File: src/rtl/clint_timer_ctrl.sv
// Machine timer block: free-running mtime with prescaler, MMIO-mapped mtime/mtimecmp,
// CSR-path time writes and registered MTIP/STIP generation.
module clint_timer_ctrl #(
    parameter int unsigned TICK_DIV = 10,
    parameter int unsigned ADDR_W   = 16
) (
    input  logic              clk,
    input  logic              rst,
    input  logic              req_valid,
    output logic              req_ready,
    input  logic              req_we,
    input  logic [ADDR_W-1:0] req_addr,
    input  logic [63:0]       req_wdata,
    output logic              resp_valid,
    output logic [63:0]       resp_rdata,
    output logic              resp_err,
    input  logic              csr_time_we,
    input  logic [63:0]       csr_time_wdata,
    input  logic [63:0]       mcountinhibit,
    input  logic [63:0]       stimecmp,
    input  logic              menvcfg_stce,
    output logic [63:0]       time_rdata,
    output logic              mip_mtip,
    output logic              mip_stip
);

    localparam int unsigned PW = (TICK_DIV > 1) ? $clog2(TICK_DIV) : 1;

    typedef enum logic {StIdle, StResp} state_e;

    state_e          state_q;
    logic [63:0]     mtime_q, mtime_d;
    logic [63:0]     mtimecmp_q;
    logic [PW-1:0]   presc_q, presc_d;

    logic [ADDR_W-4:0] word_idx;
    logic              sel_mtime, sel_cmp;
    logic              tm, tick, stall, accept, mmio_time_we;
    logic              unused_bits;

    // Addresses are decoded on 8-byte words; the byte offset within a word is ignored.
    assign word_idx  = req_addr[ADDR_W-1:3];
    assign sel_mtime = (word_idx == '0);
    assign sel_cmp   = (word_idx == (ADDR_W-3)'(1));
    assign unused_bits = ^{mcountinhibit[63:2], mcountinhibit[0], req_addr[2:0]};

    assign tm   = mcountinhibit[1];
    assign tick = ~tm & (presc_q == PW'(TICK_DIV - 1));

    // A CSR time write wins over an MMIO mtime write, so the MMIO side is stalled.
    assign stall        = csr_time_we & req_valid & req_we & sel_mtime;
    assign req_ready    = ~rst & (state_q == StIdle) & ~stall;
    assign accept       = req_valid & req_ready;
    assign mmio_time_we = accept & req_we & sel_mtime;

    assign time_rdata = mtime_q;

    // Next mtime/prescaler: CSR write > MMIO write > tick > hold.
    always_comb begin
        mtime_d = mtime_q;
        presc_d = presc_q;
        if (csr_time_we) begin
            mtime_d = csr_time_wdata;
            presc_d = '0;
        end else if (mmio_time_we) begin
            mtime_d = req_wdata;
            presc_d = '0;
        end else if (!tm) begin
            if (tick) begin
                mtime_d = mtime_q + 64'd1;
                presc_d = '0;
            end else begin
                presc_d = presc_q + PW'(1);
            end
        end
    end

    // Timer state registers.
    always_ff @(posedge clk or posedge rst) begin
        if (rst) begin
            mtime_q <= '0;
            presc_q <= '0;
        end else begin
            mtime_q <= mtime_d;
            presc_q <= presc_d;
        end
    end

    // MMIO request FSM with registered response and mtimecmp write port.
    always_ff @(posedge clk or posedge rst) begin
        if (rst) begin
            state_q    <= StIdle;
            mtimecmp_q <= '1;
            resp_valid <= 1'b0;
            resp_rdata <= '0;
            resp_err   <= 1'b0;
        end else begin
            unique case (state_q)
                StIdle: begin
                    if (accept) begin
                        state_q    <= StResp;
                        resp_valid <= 1'b1;
                        resp_err   <= ~(sel_mtime | sel_cmp);
                        resp_rdata <= '0;
                        if (!req_we) begin
                            // Reads return the value held before this cycle's update.
                            if (sel_mtime) resp_rdata <= mtime_q;
                            else if (sel_cmp) resp_rdata <= mtimecmp_q;
                        end else if (sel_cmp) begin
                            mtimecmp_q <= req_wdata;
                        end
                    end
                end
                StResp: begin
                    state_q    <= StIdle;
                    resp_valid <= 1'b0;
                    resp_rdata <= '0;
                    resp_err   <= 1'b0;
                end
                default: state_q <= StIdle;
            endcase
        end
    end

    // Level interrupt flags, one cycle behind the compared state.
    always_ff @(posedge clk or posedge rst) begin
        if (rst) begin
            mip_mtip <= 1'b0;
            mip_stip <= 1'b0;
        end else begin
            mip_mtip <= (mtime_q >= mtimecmp_q);
            mip_stip <= menvcfg_stce & (mtime_q >= stimecmp);
        end
    end

endmodule

File: config.mk
export PLATFORM = sky130hd
export DESIGN_NAME = clint_timer_ctrl
export DESIGN_NICKNAME = d
export VERILOG_FILES = /design/src/rtl/clint_timer_ctrl.sv
export SDC_FILE = /design/constraint.sdc
export NUM_CORES = 1
export LEC_CHECK = 0
export BUFFER_PORTS_ARGS = -buffer_cell sky130_fd_sc_hd__buf_2
export CORE_MARGIN = 4
export CORE_UTILIZATION = 55
export CTS_CLUSTER_SIZE = 28
export DETAILED_ROUTE_END_ITERATION = 10
export PLACE_DENSITY = 0.85
export SLEW_MARGIN = 20
export SYNTH_ARGS = -nofsm -noshare
export SYNTH_HDL_FRONTEND = slang
export SYNTH_SLANG_ARGS = --single-unit
File: constraint.sdc
create_clock -name clk -period 12.2 [get_ports clk]
set_input_delay 0.61 -clock clk [delete_from_list [all_inputs] [get_ports clk]]
set_output_delay 0.61 -clock clk [all_outputs]
set_load 0.005 [all_outputs]
Yosys cells after proc, flatten, opt, wreduce, memory -nomap -nowiden
Cells that the tools add are included.
{"block": "word_totals", "input_bits": 278, "ff_bits": 201, "output_inout_bits": 133}
{"block": "classes", "eq_ne": 4, "reduce_logical": 4, "bitwise_logic": 16, "n_lt_le_gt_ge": 2, "mux": 19, "n_addsub": 2}
{"operator": "two-way mux 64 bit", "count": 8}
{"operator": ">= comparator 64 bit", "count": 2}
{"operator": "case mux 64 bit (2 select lines)", "count": 1}
{"operator": "adder 64 x 1 -> 64 bit, second input constant", "count": 1}
{"operator": "two-way mux 4 bit", "count": 4}
{"operator": "== test 13 x 1 -> 1 bit, second input constant", "count": 1}
{"operator": "logical NOT 13 bit", "count": 1}
{"operator": "AND 1 bit", "count": 10}
{"operator": "case mux 1 bit (2 select lines)", "count": 3}
{"operator": "NOT 1 bit", "count": 5}
{"operator": "adder 4 x 1 -> 4 bit, second input constant", "count": 1}
{"operator": "== test 4 bit, second input constant", "count": 1}
{"operator": "AND reduction 4 bit", "count": 1}
{"operator": "two-way mux 1 bit", "count": 3}
{"operator": "inequality test 3 x 2 -> 1 bit, second input constant", "count": 1}
{"operator": "nonzero test 3 bit", "count": 1}
{"operator": "inequality test 2 bit, second input constant", "count": 1}
{"operator": "AND reduction 2 bit", "count": 1}
{"operator": "OR 1 bit", "count": 1}

Longest topological paths before layout
Gate-level depths: netlist of run 1.
{"block": "depth", "ltp_word": 10, "mapped_depth": 9}

Worst setup path after synthesis of run 1
No wires, ideal clock.
{"block": "synth_timing", "kind": "input -> register", "startpoint": "input port rst", "endpoint": "register resp_rdata[29]", "arrival_time_ns": 6.109, "path_slack_ns": 5.958, "path_stages": 8, "required_ns": 12.067, "path_buffers": 2, "path_cell_list": "inv_1 > nand2_1 > a31oi_1 > nor2_1 > buf_2 > clkbuf_1 > nand2_1 > o21ai_0"}
{"block": "synth_between", "elab_chain_cells": 5}
{"item": "start: declaration", "line_no": "8", "text": "input logic rst,"}
{"item": "NOT 1 bit", "line_no": "52", "text": "assign req_ready = ~rst & (state_q == StIdle) & ~stall;"}
{"item": "AND 1 bit (2 in series)", "line_no": "52"}
{"item": "AND 1 bit", "line_no": "53", "text": "assign accept = req_valid & req_ready;"}
{"item": "inequality test 2 bit (no source line)"}
{"item": "end signal: assignment", "line_no": "107", "text": "if (sel_mtime) resp_rdata <= mtime_q;"}
{"item": "end signal: assignment", "line_no": "108", "text": "else if (sel_cmp) resp_rdata <= mtimecmp_q;"}
{"item": "end: declaration", "line_no": "15", "text": "output logic [63:0] resp_rdata,"}
No other way between the ends.
A chain may end at the register's enable or synchronous reset.

Worst setup path in the final report of run 1
{"block": "layout_timing", "startpoint": "register mtime_q[2], in the netlist time_rdata[2]", "endpoint": "register mtime_q[60], in the netlist time_rdata[60]"}
{"block": "layout_between", "elab_chain_cells": 5}
{"item": "start: declaration", "line_no": "32", "text": "logic [63:0] mtime_q, mtime_d;"}
{"item": "start signal: assignment", "line_no": "84", "text": "mtime_q <= mtime_d;"}
{"item": "adder 64 x 1 -> 64 bit", "line_no": "70", "text": "mtime_d = mtime_q + 64'd1;"}
{"item": "two-way mux 64 bit", "line_no": "69", "text": "if (tick) begin"}
{"item": "two-way mux 64 bit", "line_no": "68", "text": "end else if (!tm) begin"}
{"item": "two-way mux 64 bit", "line_no": "65", "text": "end else if (mmio_time_we) begin"}
{"item": "two-way mux 64 bit", "line_no": "62", "text": "if (csr_time_we) begin"}
No other way between the ends. The select of a mux whose other input is x is not followed.

==> results of run 1 <==
[per-stage QoR]
stage	hold slack (ps)	worst slack (ps)
6_report	315	9050
3_3_place_gp	457	8840
4_1_cts	318	9090
3_5_place_dp	465	8780
5_1_grt	327	8910
2_1_floorplan	473	5960
[synth_stat cells, types with 5 or more instances]
cell	count
or4_1	7
nor2b_1	6
a21oi_1	91
clkbuf_1	68
dfstp_2	64
nor2_1	72
inv_1	144
xnor2_1	15
a21o_1	15
ha_1	131
a22o_1	10
buf_1	5
dfrtp_1	137
nand2b_1	7
a22oi_1	19
o22ai_1	5
a221oi_1	7
a211oi_1	6
buf_2	7
and4_1	12
o31ai_1	10
o211ai_1	19
nand4_1	30
a31oi_1	6
a2bb2oi_1	9
o21a_1	8
mux2i_1	64
and3_1	17
o21ai_0	181
xor2_1	17
and2_1	5
nor4_1	14
o41ai_1	5
or3_1	7
nand3_1	46
nand2_1	219
a2111oi_0	6
nor3_1	27
[report_power, final]
part,total (mW),switching (mW),internal (mW)
registers,0.756,0.0652,0.690
logic,0.269,0.148,0.120
clock network,0.734,0.285,0.449
[worst paths after layout]
path / slack, ps / startpoint / end / cells after the start
min: 320 / rst / time_rdata[7] / 2
max reg2reg: 9050 / time_rdata[2] / time_rdata[60] / 6
min in group clk: 330 / req_wdata[28] / mtimecmp_q[28] / 3
max in group asynchronous: 10550 / rst / mtimecmp_q[11] / 4
max: 9050 / time_rdata[2] / time_rdata[60] / 6
min reg2reg: 480 / resp_rdata[56] / resp_rdata[56] / 2
[routing by layer]
metal / global-route usage, % / up-vias
met1: 43.4 / 6585
met2: 55.3 / 838
met3: 5.67 / 151
li1: - / 6238
met5: 0 / -
met4: 14.4 / 6
[cell families (layout without fill, tap and decap cells)]
| logic type | after synthesis | after routing | synth area share [%] |
|---|---|---|---|
| AO/OA/AOI/OAI | 429 | 429 | 19.5 |
| other | 0 | 4 | 0 |
| XOR/XNOR | 32 | 32 | 2.07 |
| AND/OR/NAND/NOR | 486 | 486 | 17.2 |
| buffers and inverters | 227 | 551 | 6.46 |
| multiplexers | 65 | 65 | 4.82 |
| flip-flops | 201 | 201 | 37.8 |
| adder cells (fa/ha/maj) | 131 | 131 | 12.1 |
[worst register-to-register path: cells and delay by family (launching register included)]
kind               cells  cell delay, ps
AOI/OAI and AO/OA      2             600
DFF                    1             610
and+or+nand+nor        4            1880
[area by class of cell]
class | count | area, µm²
repair buffers | 366 | 1910
clock inverters | 9 | 145
well taps | 324 | 405
fillers | 1926 | 7900
clock buffers | 32 | 639
flip-flops and latches | 201 | 5110
multi-input cells | 1143 | 7590
diodes | 4 | 10.0
inverters | 144 | 548
[sequential cells by signal, summed over array words and instances (netlist names)]
| register | flops |
|---|---|
| mtimecmp_q | 64 |
| resp_rdata | 64 |
| time_rdata | 64 |
| presc_q | 4 |
| mip_mtip | 1 |
| mip_stip | 1 |
| resp_err | 1 |
| resp_valid | 1 |
| state_q | 1 |
[cells in the final DEF (no fill, tap or decap), drive strengths merged, types with 29 or more instances in the layout]
cell and n:
nand3 46, mux2i 64, nor3 29, nand4 31, dfstp 64, nor2 72
o21ai 182, nand2 219, ha 131, a21oi 91, inv 144, buf 366
clkbuf 32, dfrtp 137
==> results.tsv, run 1 <==
stage	metric	value	unit
run_status	status	finished, final reports clean	
global_routing	antenna_found_initial	5	
yosys	syn_avg_cell_area	8.60	µm²
yosys	count_of_flip_flops_with_a_built_in_enable_after_synthesis	0	
floorplanning	die_w	165	µm
pwr	totalPowerFinal	1.76	mW
route	met3_wirelength	4560	µm
layout	finish.utilization	67.4	%
timing	layout_worst_path_cycle_share	25.8	%
pwr	peakVddDrop	0.0000812	V
global_routing	grt_pass1_vias	13600	
floorplanning	rows	57	
timing	finalSetupViolations	0	
timing	report.final.slew_viol_count	0	
floorplanning	core-area	24200	µm²
pwr	power.density	108	nW/µm²
yosys	post_synthesis_async_set_or_reset_flop_share	100	%
worst_setup_path	worstPathMaxFanout	13	
clock_tree	tritoncts.num_buffers	23	
placement	io_buffers	344	
yosys	synth_area_leader_cell	dfrtp_1	
timing	timing_hold_violations_final	0	
clock_tree	post_cts_resized	0	
worst_setup_path	crit_family	simple AND/OR/NAND/NOR gates	
worst_setup_path	critical_path.endpoint_type	flop	
placement	post-dp-hpwl	33300	µm
route	post-route-drc-count	0	
clock_tree	path_clk_slew	60	ps
timing	max_slew.worst_pin.slew	1170	ps
layout	non_filler_instances	2223	
placement	place.gp.congestion	0.931	
timing	timing.final.crit_period	3150	ps
worst_setup_path	crit_slowest_cell	or4_4	
yosys	syn_nets	1980	
yosys	ys_top_cells_by_area	dfrtp_1 25%, dfstp_2 12%, ha_1 12%, o21ai_0 6.7%, nand2_1 6.1%	
yosys	netlist_instances	1571	
floorplanning	die_y	165	µm
clock_tree	clock-sinks	201	
worst_setup_path	startpoint_to_endpoint_class_of_the_critical_path	reg -> reg	
layout	nets	2288	
timing	tns	0	ps
clock_tree	holdBufCountCts	0	
clock_tree	worst_skew_pair.late_latency	510	ps
yosys	primary_flip_flop_cell_chosen_by_synthesis_mapping	dfrtp_1	
worst_setup_path	worst_path_largest_cell_delay	750	ps
worst_setup_path	cp.buffers_inverters	0	
floorplanning	initial_core_utilization	55.7	%
layout	layout.cell_area.non_filler	16400	µm²
route	routed_wl	46800	µm
worst_setup_path	crit_chain	and4_1, nand4_4, or4_4, or3_1, o311ai_1, a22o_1	
layout	drive_gt1_share	25.8	%
yosys	yosys_synthesis_warning_count	0	
route	total_number_of_vias	13800	
flow_run	drv.max_cap_violation_count	0	
route	drtAntennaViolNets	0	
global_routing	grt_usage	33.5	%
yosys	yosys_register_bits	201	
placement	placed_cells	2177	
yosys	part_of_the_yosys_area_used_for_sequential_elements	37.8	%
route	drt_via_density	6.22	
route	met1Wirelength	18000	µm
clock_tree	cts_tree	done	
timing	rsz0062_at_grt	false	
pwr	power.static_leakage	8.67	nW
global_routing	grt_pass1_wl	72000	µm
worst_setup_path	required_time_at_the_endpoint_of_the_critical_path	12640	ps
layout	growth_of_design_area_from_synthesis_to_finish	21.0	%
yosys	synth_area	13500	µm²
timing	slew_headroom	22.2	%
route	met2WireLength	22100	µm
route	detail_route.first_pass.iterations	7	
placement	place_area	15500	µm²
timing	skew	14.0	ps
worst_setup_path	arrival_time_of_the_worst_setup_path	3590	ps
route	avgRoutedWirePerCell	21.1	µm
hold_path	min-delay-path-class	in -> async	
clock_tree	cts_htree_levels	1	
yosys	yosysUniqueCellTypes	72	
clock_tree	cts.path.max_buffers	3	
route	dr.first_iter.drc_count	1327	
floorplanning	die_area	27100	µm²
floorplanning	io_pins	411	
global_routing	overflow	0	
global_routing	grt_start_max_net_pins	127	
worst_setup_path	crit_path_start_kind	flop	
timing	max_clock_freq	318	MHz
yosys	synth.top_cell.area_share	25.4	%
clock_tree	cts_root_buffer	clkbuf_16	
route	top_layer_used	met5	
clock_tree	post_cts_buffers	0	
Note: power is estimated with default switching activity, not from simulation.
==> inputs of run 2 (changes only) <==
--- a/config.mk
+++ b/config.mk
@@ -5,12 +5,13 @@
 export SDC_FILE = /design/constraint.sdc
 export NUM_CORES = 1
 export LEC_CHECK = 0
+export ABC_AREA = 1
 export BUFFER_PORTS_ARGS = -buffer_cell sky130_fd_sc_hd__buf_2
 export CORE_MARGIN = 4
-export CORE_UTILIZATION = 55
+export CORE_UTILIZATION = 54
 export CTS_CLUSTER_SIZE = 28
 export DETAILED_ROUTE_END_ITERATION = 10
-export PLACE_DENSITY = 0.85
+export PLACE_DENSITY = 0.82
 export SLEW_MARGIN = 20
 export SYNTH_ARGS = -nofsm -noshare
 export SYNTH_HDL_FRONTEND = slang
==> constraint.sdc (replaced) <==
create_clock -name clk -period 3.25 [get_ports clk]
set_input_delay 0.1625 -clock clk [delete_from_list [all_inputs] [get_ports clk]]
set_output_delay 0.1625 -clock clk [all_outputs]
set_load 0.005 [all_outputs]
==> run 2 against run 1 <==
Clock power rose to 3.6 times the previous value. Setup slack worse by 8400 ps. Power rose to 4.2 times the previous value. Sequential share of layout area down 4.5 points. Largest cell class unchanged. Via count up 27%. Sequential power rose to 3.8 times the previous value. Core utilization up 0.85 points. Critical endpoint is now mip_stip.
==> results.tsv, run 2 <==
stage	metric	value	unit
run_status	status	finished, final reports clean	
route	routed_wl	58300	µm
floorplanning	io_pins	411	
hold_path	holdPathStages	5	
clock_tree	path_clk_slew	60	ps
global_routing	grt_pass1_vias	17400	
worst_setup_path	startpoint_to_endpoint_class_of_the_critical_path	reg -> reg	
clock_tree	cts.path.max_buffers	3	
worst_setup_path	worst_r2r_endpoint	mip_stip	
worst_setup_path	critical_path.endpoint_type	flop	
worst_setup_path	arrival_time_of_the_worst_setup_path	3030	ps
floorplanning	core-area	28000	µm²
worst_setup_path	worstPathMaxFanout	6	
timing	skew	26.5	ps
route	post-route-drc-count	0	
clock_tree	clock-sinks	201	
global_routing	grt_usage	36.2	%
layout	drive_gt1_share	18.5	%
global_routing	globalRoute.busiestLayer	met2	
yosys	syn_avg_cell_area	6.72	µm²
floorplanning	die_w	177	µm
yosys	part_of_the_yosys_area_used_for_sequential_elements	33.1	%
hold_path	worstHoldEndpoint	time_rdata[18]	
worst_setup_path	timing.reg2reg.setup_slack	670	ps
route	drt_via_density	5.69	
route	drtAntennaViolNets	0	
layout	growth_of_design_area_from_synthesis_to_finish	24.0	%
placement	post-dp-hpwl	42100	µm
layout	mostFrequentLayoutCell	nand2_1	
hold_path	min_from	csr_time_wdata[18]	
global_routing	antenna_found_initial	2	
yosys	yosys-top-cells-count	638 x nand2_1, 319 x inv_1, 304 x nor2_1	
yosys	synth_area_leader_cell	dfrtp_1	
timing	timing.final.crit_period	2580	ps
timing	max_clock_freq	388	MHz
floorplanning	initial_core_utilization	55.1	%
worst_setup_path	rr_worst_depth	10	
global_routing	overflow	0	
pwr	power.static_leakage	9.65	nW
yosys	netlist_instances	2297	
layout	insertedDiodeCount	0	
placement	place.gp.congestion	0.979	
global_routing	grt_pass1_wl	90700	µm
yosys	yosysUniqueCellTypes	42	
yosys	yosys_register_bits	201	
yosys	post_synthesis_async_set_or_reset_flop_share	100	%
clock_tree	worst_skew_pair.late_latency	530	ps
yosys	yosys_synthesis_warning_count	0	
placement	preCtsSetupSlack	673	ps
global_routing	grt_met3_usage	5.87	%
floorplanning	die_area	31300	µm²
clock_tree	cts_htree_levels	1	
yosys	syn_nets	2706	
timing	timing_hold_violations_final	0	
pwr	peakVddDrop	0.000386	V
timing	tns	0	ps
clock_tree	tritoncts.num_buffers	23	
timing	layout_worst_path_cycle_share	79.3	%
flow_run	drv.max_cap_violation_count	0	
worst_setup_path	required_time_at_the_endpoint_of_the_critical_path	3700	ps
layout	nets	3097	
worst_setup_path	r2r-start	time_rdata[31]	
route	avgRoutedWirePerCell	18.9	µm
route	total_number_of_vias	17500	
placement	io_buffers	344	
timing	finalSetupViolations	0	
yosys	synth.top_cell.area_share	22.2	%
route	dr.first_iter.drc_count	1842	
global_routing	grt.met1_usage	47.0	%
global_routing	grt.met2_usage	59.8	%
yosys	primary_flip_flop_cell_chosen_by_synthesis_mapping	dfrtp_1	
floorplanning	die_y	177	µm
timing	slew_headroom	30.2	%
worst_setup_path	crit_path_start_kind	flop	
yosys	ys_top_cells_by_area	dfrtp_1 22%, nand2_1 16%, dfstp_2 11%, ha_1 11%, inv_1 7.8%	
clock_tree	cts_tree	done	
clock_tree	cts_root_buffer	clkbuf_16	
timing	setup_ws	673	ps
yosys	count_of_flip_flops_with_a_built_in_enable_after_synthesis	0	
yosys	yosysMostFrequentCell	nand2_1	
pwr	power.density	384	nW/µm²
timing	report.final.slew_viol_count	0	
global_routing	grt_start_max_net_pins	94	
layout	most-common-layout-cells	637 x nand2_1, 344 x buf_2, 318 x inv_1	
hold_path	min-delay-path-class	in -> reg	
floorplanning	rows	61	
yosys	synth_area	15400	µm²
route	detail_route.first_pass.iterations	6	
timing	rsz0062_at_grt	false	
clock_tree	post_cts_buffers	0	
timing	max_slew.worst_pin.slew	1040	ps
[run 2: changes by cell type after synthesis, moves of 23 or more]
cell,delta
nand2_1,+419
nor2_1,+232
inv_1,+175
nand3_1,+102
o21ai_1,+83
o21ai_0,-82
mux2i_1,-64
o22ai_1,+40
clkbuf_1,-30
buf_2,+29
nor3_1,-23
[run 2: logic make-up after synthesis]
logic type | Yosys count | share of synthesized area, %
buffers and inverters | 415 | 10.8
AND/OR/NAND/NOR | 1147 | 30.5
XOR/XNOR | 37 | 2.10
AO/OA/AOI/OAI | 366 | 12.9
flip-flops | 201 | 33.1
adder cells (fa/ha/maj) | 131 | 10.6
[run 2: repair_timing]
action                     CTS  global route
setup endpoints to repair    0             0
hold buffers                84             0
hold endpoints to repair   108             0
resized for setup            0             0
[run 2: critical path, stage by stage, from the launching register on]
cell and delay (ps):
dfrtp_1 460, ha_1 340, nand2_1 70, nor2_1 240, nor3b_1 320, nand3_1 230
nor3b_1 560, nand2_1 100, nand3_1 100, nand2_1 50, inv_1 40
[run 2: routing by layer]
layer,share of wire [%],up-vias,wire length (µm)
met5,0.058,-,34
met4,4.7,4,2710
met3,10,198,5910
met2,46,1054,26600
met1,40,8153,23100
li1,-,8124,-
[run 2: area by class of cell]
type                       instances  area [µm²]
inverter                         324        1220
timing repair buffer             457        2890
sequential                       201        5110
tap                              378         473
fill                            2396        8880
multi-input combinational       1681        8680
clock inverter                     8        97.6
clock buffer                      33         653
[run 2: where the power goes]
part	switching (mW)	internal, mW
sequential	0.296	2.62
clock	1.09	1.56
combinational	1.06	0.716
[run 2: how the worst max path moves through the flow]
stage	start	to	slack [ps]	depth (start not counted)
CTS	time_rdata[31]	mip_stip	660	10
global placement	time_rdata[29]	mip_stip	770	10
global route	time_rdata[29]	mip_stip	510	10
floorplan	rst	mip_mtip	540	1
finish	time_rdata[31]	mip_stip	670	10
detailed placement	time_rdata[31]	mip_stip	670	10
[run 2: stage by stage]
step | area (µm²) | util (%) | hold WS (ps) | power [mW] | std cells
after floorplan | 15400 | - | 261 | 3.87 | 2297
after global placement | 17500 | 62.6 | 284 | 4.52 | 2957
after detailed placement | 17500 | 62.6 | 289 | 4.59 | 2957
after CTS | 19100 | 68.3 | 0.106 | 7.31 | 3082
after global routing | 19100 | 68.3 | 22.0 | 7.69 | 3082
final | 19100 | 68.3 | 14.2 | 7.34 | 3082
